### config.mk
export PLATFORM = sky130hd
export DESIGN_NAME = ps2_key_state_tracker
export DESIGN_NICKNAME = d
export VERILOG_FILES = /design/src/rtl/ps2_key_state_tracker_pkg.sv /design/src/rtl/ps2_key_state_tracker_key_event_fifo.sv /design/src/rtl/ps2_key_state_tracker.sv
export SDC_FILE = /design/constraint.sdc
export NUM_CORES = 1
export LEC_CHECK = 0
export ABC_CLOCK_PERIOD_IN_PS = 4700
export CORE_UTILIZATION = 57
export CTS_CLUSTER_SIZE = 24
export DETAILED_ROUTE_END_ITERATION = 12
export PLACE_DENSITY = 0.76
export SYNTH_ARGS = -nofsm -noshare
export SYNTH_HDL_FRONTEND = slang
export SYNTH_SLANG_ARGS = --single-unit
### constraint.sdc
create_clock -name CLOCK_50 -period 4.7 [get_ports CLOCK_50]
set_input_delay 0.705 -clock CLOCK_50 [delete_from_list [all_inputs] [get_ports CLOCK_50]]
set_output_delay 0.705 -clock CLOCK_50 [all_outputs]
set_load 0.02 [all_outputs]
### src/rtl/ps2_key_state_tracker_pkg.sv
// ----------------------------------------------------------------------------
// ps2_key_state_tracker_pkg
//   Shared constants for the PS/2 key state tracker:
//     - PS/2 prefix bytes (break 8'hF0, extended 8'hE0)
//     - decoder FSM state encodings (kept as plain 2-bit constants so legacy
//       code comparing against the old encodings still lines up)
//     - scancode -> key index lookup for the 29 tracked keys, in the same
//       index order as the keyboard input table used by the top level
// ----------------------------------------------------------------------------
package ps2_key_state_tracker_pkg;

    localparam logic [7:0] PS2_BREAK = 8'hF0;
    localparam logic [7:0] PS2_EXT   = 8'hE0;

    localparam int unsigned NUMBER_OF_KEYBOARD_INPUTS = 29;

    localparam logic [1:0] S_IDLE    = 2'd0;
    localparam logic [1:0] S_BRK     = 2'd1;
    localparam logic [1:0] S_EXT     = 2'd2;
    localparam logic [1:0] S_EXT_BRK = 2'd3;

    typedef struct packed {
        logic       hit;
        logic [4:0] idx;
    } key_lookup_t;

    function automatic key_lookup_t scancode_lookup(input logic [7:0] code);
        key_lookup_t r;
        r.hit = 1'b1;
        r.idx = '0;
        case (code)
            8'h0E: r.idx = 5'd0;
            8'h16: r.idx = 5'd1;
            8'h1E: r.idx = 5'd2;
            8'h26: r.idx = 5'd3;
            8'h25: r.idx = 5'd4;
            8'h2E: r.idx = 5'd5;
            8'h36: r.idx = 5'd6;
            8'h3D: r.idx = 5'd7;
            8'h3E: r.idx = 5'd8;
            8'h46: r.idx = 5'd9;
            8'h45: r.idx = 5'd10;
            8'h4E: r.idx = 5'd11;
            8'h55: r.idx = 5'd12;
            8'h66: r.idx = 5'd13;
            8'h0D: r.idx = 5'd14;
            8'h15: r.idx = 5'd15;
            8'h1D: r.idx = 5'd16;
            8'h24: r.idx = 5'd17;
            8'h2D: r.idx = 5'd18;
            8'h2C: r.idx = 5'd19;
            8'h35: r.idx = 5'd20;
            8'h3C: r.idx = 5'd21;
            8'h43: r.idx = 5'd22;
            8'h44: r.idx = 5'd23;
            8'h4D: r.idx = 5'd24;
            8'h54: r.idx = 5'd25;
            8'h5B: r.idx = 5'd26;
            8'h5D: r.idx = 5'd27;
            8'h29: r.idx = 5'd28;
            default: r.hit = 1'b0;
        endcase
        return r;
    endfunction

endpackage

### src/rtl/ps2_key_state_tracker_key_event_fifo.sv
// ----------------------------------------------------------------------------
// key_event_fifo
//   First-word-fall-through FIFO for key press/release events.
//   Ports:
//     clk       in   clock, posedge
//     rst       in   synchronous active-high reset
//     push      in   write request
//     push_data in   WIDTH  entry to write
//     pop       in   remove head (ignored when empty)
//     head      out  WIDTH  head entry, forced to zero while empty
//     valid     out  FIFO non-empty
//     overflow  out  sticky: a push was dropped while full (reset only)
//   A push while full is accepted when a pop happens in the same cycle.
// ----------------------------------------------------------------------------
module key_event_fifo #(
    parameter int WIDTH = 6,
    parameter int DEPTH = 8
) (
    input  logic             clk,
    input  logic             rst,
    input  logic             push,
    input  logic [WIDTH-1:0] push_data,
    input  logic             pop,
    output logic [WIDTH-1:0] head,
    output logic             valid,
    output logic             overflow
);

    localparam int unsigned PTR_W = $clog2(DEPTH);
    localparam int unsigned CNT_W = PTR_W + 1;

    logic [WIDTH-1:0] mem [DEPTH];
    logic [PTR_W-1:0] rd_ptr;
    logic [PTR_W-1:0] wr_ptr;
    logic [CNT_W-1:0] count;
    logic             full;
    logic             empty;
    logic             do_pop;
    logic             do_push;

    always_comb begin
        empty   = (count == '0);
        full    = (count == CNT_W'(DEPTH));
        do_pop  = pop && !empty;
        do_push = push && (!full || do_pop);
        valid   = !empty;
        head    = empty ? '0 : mem[rd_ptr];
    end

    always_ff @(posedge clk) begin
        if (rst) begin
            rd_ptr   <= '0;
            wr_ptr   <= '0;
            count    <= '0;
            overflow <= 1'b0;
        end else begin
            if (do_push) wr_ptr <= wr_ptr + PTR_W'(1);
            if (do_pop)  rd_ptr <= rd_ptr + PTR_W'(1);
            case ({do_push, do_pop})
                2'b10:   count <= count + CNT_W'(1);
                2'b01:   count <= count - CNT_W'(1);
                default: count <= count;
            endcase
            if (push && !do_push) overflow <= 1'b1;
        end
    end

    // Storage carries no reset; head is masked while empty instead.
    always_ff @(posedge clk) begin
        if (!rst && do_push) mem[wr_ptr] <= push_data;
    end

endmodule

### src/rtl/ps2_key_state_tracker.sv
// ----------------------------------------------------------------------------
// ps2_key_state_tracker
//   PS/2 make/break decoder keeping a per-key pressed vector and queueing
//   press/release events for the record/playback path.
//   Ports:
//     CLOCK_50      in   system clock, posedge
//     resetn        in   synchronous ACTIVE-HIGH reset (name kept for
//                        compatibility; top level drives ~KEY[0])
//     ps2_byte      in   8  received byte
//     ps2_byte_vld  in   one-cycle strobe, ps2_byte valid
//     clear_all     in   clears key_state and decoder; FIFO kept
//     key_state     out  NUM_KEYS  bit i set while key i held
//     evt_valid     out  event FIFO non-empty
//     evt_key       out  KEY_IDX_W key index of head event
//     evt_release   out  head event: 0 press, 1 release
//     evt_ready     in   pop head when evt_valid & evt_ready
//     evt_overflow  out  sticky: event dropped on full FIFO
//   Build option: KEY_TYPEMATIC_FILTER_EN suppresses events for makes of
//   already-held keys and breaks of unheld keys; key_state is unaffected.
// ----------------------------------------------------------------------------
module ps2_key_state_tracker
    import ps2_key_state_tracker_pkg::*;
#(
    parameter int NUM_KEYS   = 29,
    parameter int KEY_IDX_W  = 5,
    parameter int FIFO_DEPTH = 8
) (
    input  logic                 CLOCK_50,
    input  logic                 resetn,
    input  logic [7:0]           ps2_byte,
    input  logic                 ps2_byte_vld,
    input  logic                 clear_all,
    output logic [NUM_KEYS-1:0]  key_state,
    output logic                 evt_valid,
    output logic [KEY_IDX_W-1:0] evt_key,
    output logic                 evt_release,
    input  logic                 evt_ready,
    output logic                 evt_overflow
);

    logic [1:0]          state;
    logic [1:0]          state_next;
    key_lookup_t         lk;
    logic                mapped;
    logic                accept;
    logic                do_press;
    logic                do_release;
    logic                key_held;
    logic                evt_push;
    logic [NUM_KEYS-1:0] key_mask;
    logic [KEY_IDX_W:0]  evt_data;
    logic [KEY_IDX_W:0]  evt_head;

    always_comb begin
        lk       = scancode_lookup(ps2_byte);
        mapped   = lk.hit && (32'(lk.idx) < NUM_KEYS);
        key_mask = NUM_KEYS'(1) << lk.idx;
        key_held = |(key_state & key_mask);
        // clear_all outranks a byte strobed in the same cycle
        accept   = ps2_byte_vld && !clear_all;
    end

    always_comb begin
        state_next = state;
        do_press   = 1'b0;
        do_release = 1'b0;
        if (accept) begin
            case (state)
                S_IDLE: begin
                    if (ps2_byte == PS2_BREAK)    state_next = S_BRK;
                    else if (ps2_byte == PS2_EXT) state_next = S_EXT;
                    else if (mapped)              do_press   = 1'b1;
                end
                S_BRK: begin
                    // A repeated prefix restarts the sequence rather than
                    // being taken as the key being released.
                    if (ps2_byte == PS2_BREAK) begin
                        state_next = S_BRK;
                    end else if (ps2_byte == PS2_EXT) begin
                        state_next = S_EXT;
                    end else begin
                        do_release = mapped;
                        state_next = S_IDLE;
                    end
                end
                S_EXT: begin
                    state_next = (ps2_byte == PS2_BREAK) ? S_EXT_BRK : S_IDLE;
                end
                S_EXT_BRK: begin
                    state_next = S_IDLE;
                end
                default: begin
                    state_next = S_IDLE;
                end
            endcase
        end
    end

    always_comb begin
`ifdef KEY_TYPEMATIC_FILTER_EN
        evt_push = (do_press && !key_held) || (do_release && key_held);
`else
        evt_push = do_press || do_release;
`endif
        evt_data = {KEY_IDX_W'(lk.idx), do_release};
    end

    always_ff @(posedge CLOCK_50) begin
        if (resetn) begin
            state     <= S_IDLE;
            key_state <= '0;
        end else if (clear_all) begin
            state     <= S_IDLE;
            key_state <= '0;
        end else begin
            state <= state_next;
            if (do_press)        key_state <= key_state | key_mask;
            else if (do_release) key_state <= key_state & ~key_mask;
        end
    end

    key_event_fifo #(
        .WIDTH (KEY_IDX_W + 1),
        .DEPTH (FIFO_DEPTH)
    ) u_event_fifo (
        .clk       (CLOCK_50),
        .rst       (resetn),
        .push      (evt_push),
        .push_data (evt_data),
        .pop       (evt_ready),
        .head      (evt_head),
        .valid     (evt_valid),
        .overflow  (evt_overflow)
    );

    assign evt_key     = evt_head[KEY_IDX_W:1];
    assign evt_release = evt_head[0];

endmodule
==> qor_table.md <==
| Item | This run |
|:---|:---|
| Post-DP HPWL | 7581 um |
| Top FF cell, synth | sky130_fd_sc_hd__edfxtp_1 |
| Most frequent cells after synthesis | sky130_fd_sc_hd__edfxtp_1 (48), sky130_fd_sc_hd__dfxtp_1 (45), sky130_fd_sc_hd__nand2_1 (37) |
| Highest ir drop seen on vdd | 0.1795 mV |
| Max Buffers Root-to-Sink | 2 |
| CP top delay family | compound AO/OA/AOI/OAI gates |
| Fmax | 0.2441 GHz |
| Worst Skew | 0.01073 ns |
| CP max-delay cell | sky130_fd_sc_hd__clkdlybuf4s50_1 |
| Clock latency of the later-clocked register in the worst-skew pair | 0.36 ns |
| Diodes inserted | 0 |
| Horiz. Die Dim | 92.69 um |
| Pwr Density | 328.2 nW/um^2 |
| Total of endpoints with negative setup slack in the final report | 0 |
| CTS clock-pin slew for the worst setup and hold paths | 0.10 ns |
| Overall power of the completed layout | 0.001826 W |
| Largest stage delay, worst path | 0.75 ns |
| Synth Net Count | 435 |
| Routability congestion estimate | 0.9132 |
| Tot GR Track Use | 0.2658 |
| Ratio of final minimum period to clock period | 0.8715 |
| Initial Util | 0.5974 |
| Slew headroom | 0.4417 |
| H-tree lvl count | 3 |
| Most used cell, CP | sky130_fd_sc_hd__a21o_1 |
| TritonCTS clock tree | built |
| Post-Route Setup TNS | 0 ns |
| Distinct cells, synth | 63 |
| Num ports | 50 |
| Most frequently used cell type in the post-synthesis netlist | sky130_fd_sc_hd__edfxtp_1 |
| Critical path buffers and inverters | 2 |
| Worst endpoint required time | 4.95 ns |
| Leakage Power | 1.896 nW |
| Post-detailed-route count of antenna-violating nets | 0 |
| Die Height | 92.69 um |
| Unrepaired setup endpoints after global routing | no |
| Vias per std cell | 6.145 |
| Total setup buffers inserted after CTS | 0 |
| Number of nets at the end of the flow | 492 |
| Post-Syn Area | 4688 sq um |
| Hold buffer count at cts | 0 |
| Maximum fanout along the worst path | 18 |
| Chain of cells forming the critical path | clkdlybuf4s50_1 > nor2b_1 > o2bb2a_1 > o32ai_1 > or3_1 > o21ai_4 > nand2_1 > inv_1 > ha_1 > a21o_1 > a21o_1 > o2111ai_1 > a21boi_0 > mux2_2 |
| Number of antenna violations at the first check in global routing | 0 |
| Slew Viols, Final | 0 |
| Total DRC errors in the routed layout | 0 |
| Synth top area share | 0.3074 |
| Die Footprint | 8591 sq um |
| Number of design-rule violations left by the first detailed-router iteration | 190 |
| Tightest Pin Transition | 0.8375 ns |
| Wire length per cell after detailed routing | 18.65 um |
| Outcome | complete, no violations |
| Max-cap violation count | 0 |
| GRT overflow | 0 |
| Data arrival time at the worst-slack endpoint | 4.35 ns |
| Total of buffers placed on input and output ports | 49 |
| Ratio of cells with drive above 1 in the final layout | 0.1503 |
| Type of origin of the critical path | primary input |
| Clock root cell | sky130_fd_sc_hd__clkbuf_8 |
| Detailed Routing Iterations Pass 1 | 5 |
| Synth Instances | 417 |
| Detailed-route via count | 3570 |
| Number of gates resized after cts | 0 |
| Area of the core region | 7848 sq um |
| Proportion of register bits with asynchronous set or reset after synthesis | 0 |
| Kind of capture point of the worst setup path | flop |
| Register bit count reported by yosys | 93 |
| Wire length reported by the detailed router | 10840 um |
| Number of warnings issued by yosys | 0 |
| Total clock buffers created by CTS | 9 |
| Number of flops mapped to enable cells by yosys | 48 |
| Clock sink total | 93 |
| First-pass GRT wire length | 17510 um |
| Number of global-route vias before repair | 3503 |
| Critical path class | in2reg |
| Average size of a mapped cell | 11.24 sq um |
| Portion of the post-synthesis area used by sequential elements | 0.4996 |
| Synthesis-to-layout area growth | 18.71% |
| Site Rows | 32 |
| Final hold violations | 0 |
| Clock period minus final worst setup slack | 4.096 ns |
| Cell taking the most area after synthesis | sky130_fd_sc_hd__edfxtp_1 |
| Largest cells by area after synthesis | sky130_fd_sc_hd__edfxtp_1 (31%), sky130_fd_sc_hd__dfxtp_1 (19%), sky130_fd_sc_hd__mux2i_1 (6.4%), sky130_fd_sc_hd__mux4_2 (5.8%), sky130_fd_sc_hd__nand2_1 (3.0%) |
| Pin count of the biggest net entering global routing | 28 |
| Worst hold-check path type | reg2reg |
-- final cells by class --
class                           count  area (sq um)
Inverter                           10         37.54
Timing Repair Buffer               77         700.7
Tap cell                          102         127.6
Clock inverter                      7         86.33
Clock buffer                        9         123.9
Sequential cell                    93          2342
Multi-Input combinational cell    283          2147
Fill cell                         595          2282
-- placed cells by master, fill, tap and decap left out, types with 10 or more instances in the layout --
cell type and count:
sky130_fd_sc_hd__buf_4 28, sky130_fd_sc_hd__mux4_2 12, sky130_fd_sc_hd__nor2_1 36, sky130_fd_sc_hd__inv_1 10, sky130_fd_sc_hd__nand2_1 37, sky130_fd_sc_hd__clkdlybuf4s50_1 49, sky130_fd_sc_hd__mux2i_1 30, sky130_fd_sc_hd__dfxtp_1 45
sky130_fd_sc_hd__nor2b_1 10, sky130_fd_sc_hd__nor4_1 15, sky130_fd_sc_hd__edfxtp_1 48, sky130_fd_sc_hd__nand2b_1 15
-- path summary, 6_finish.rpt --
kind                              start                    end  slack, ns  cells past startpoint
setup / recovery            ps2_byte[4]  u_event_fifo.count[3]       0.60                     14
setup reg to reg  u_event_fifo.count[0]  u_event_fifo.count[3]       1.86                     11
hold / removal    u_event_fifo.overflow  u_event_fifo.overflow       0.45                      2
hold reg to reg   u_event_fifo.overflow  u_event_fifo.overflow       0.45                      2
-- metrics by stage --
stage                     cell area, sq um  setup slack, ns  hold slack, ns    util  instances
after floorplan                       4688           0.8015          0.4541       -        417
after global placement                5355           0.4475          0.4324  0.6824        565
after detailed placement              5355           0.2868          0.4414  0.6824        565
after CTS                             5565           0.6598          0.4563  0.7092        581
after global routing                  5565           0.3510          0.4899  0.7092        581
final                                 5565           0.6039          0.4520  0.7092        581
-- kinds of logic (layout without fill, tap and decap cells) --
kind of cell	after synthesis	count (layout)	share of synthesized area
simple gates	167	167	0.1959
flops	93	93	0.4996
compound gates	57	57	0.1009
mux	46	46	0.1313
buf+inv	41	103	0.04243
xor+xnor	8	8	0.01495
fa+ha+maj	5	5	0.01495
-- routing by layer --
metal | vias up | track usage | wire length, um
li1 | 1687 | - | -
met1 | 1725 | 0.3427 | 4703
met2 | 138 | 0.4531 | 5320
met3 | 20 | 0.04516 | 588
met4 | 0 | 0.09231 | 225
met5 | - | 0 | 0
-- tightest hold or removal path: cells and delay by family (launching register included) --
kind                   cells  cell delay [ns]
buffers and inverters      1             0.05
flip-flops                 1             0.32
AO/OA/AOI/OAI              1             0.05
-- power breakdown --
| part | internal (W) | switching [W] |
|---|---|---|
| clock network | 0.000259 | 0.000306 |
| logic | 0.000176 | 0.000189 |
| registers | 0.000863 | 0.0000324 |
| total | 0.00130 | 0.000528 |
Note: power is estimated with default switching activity, not from simulation.
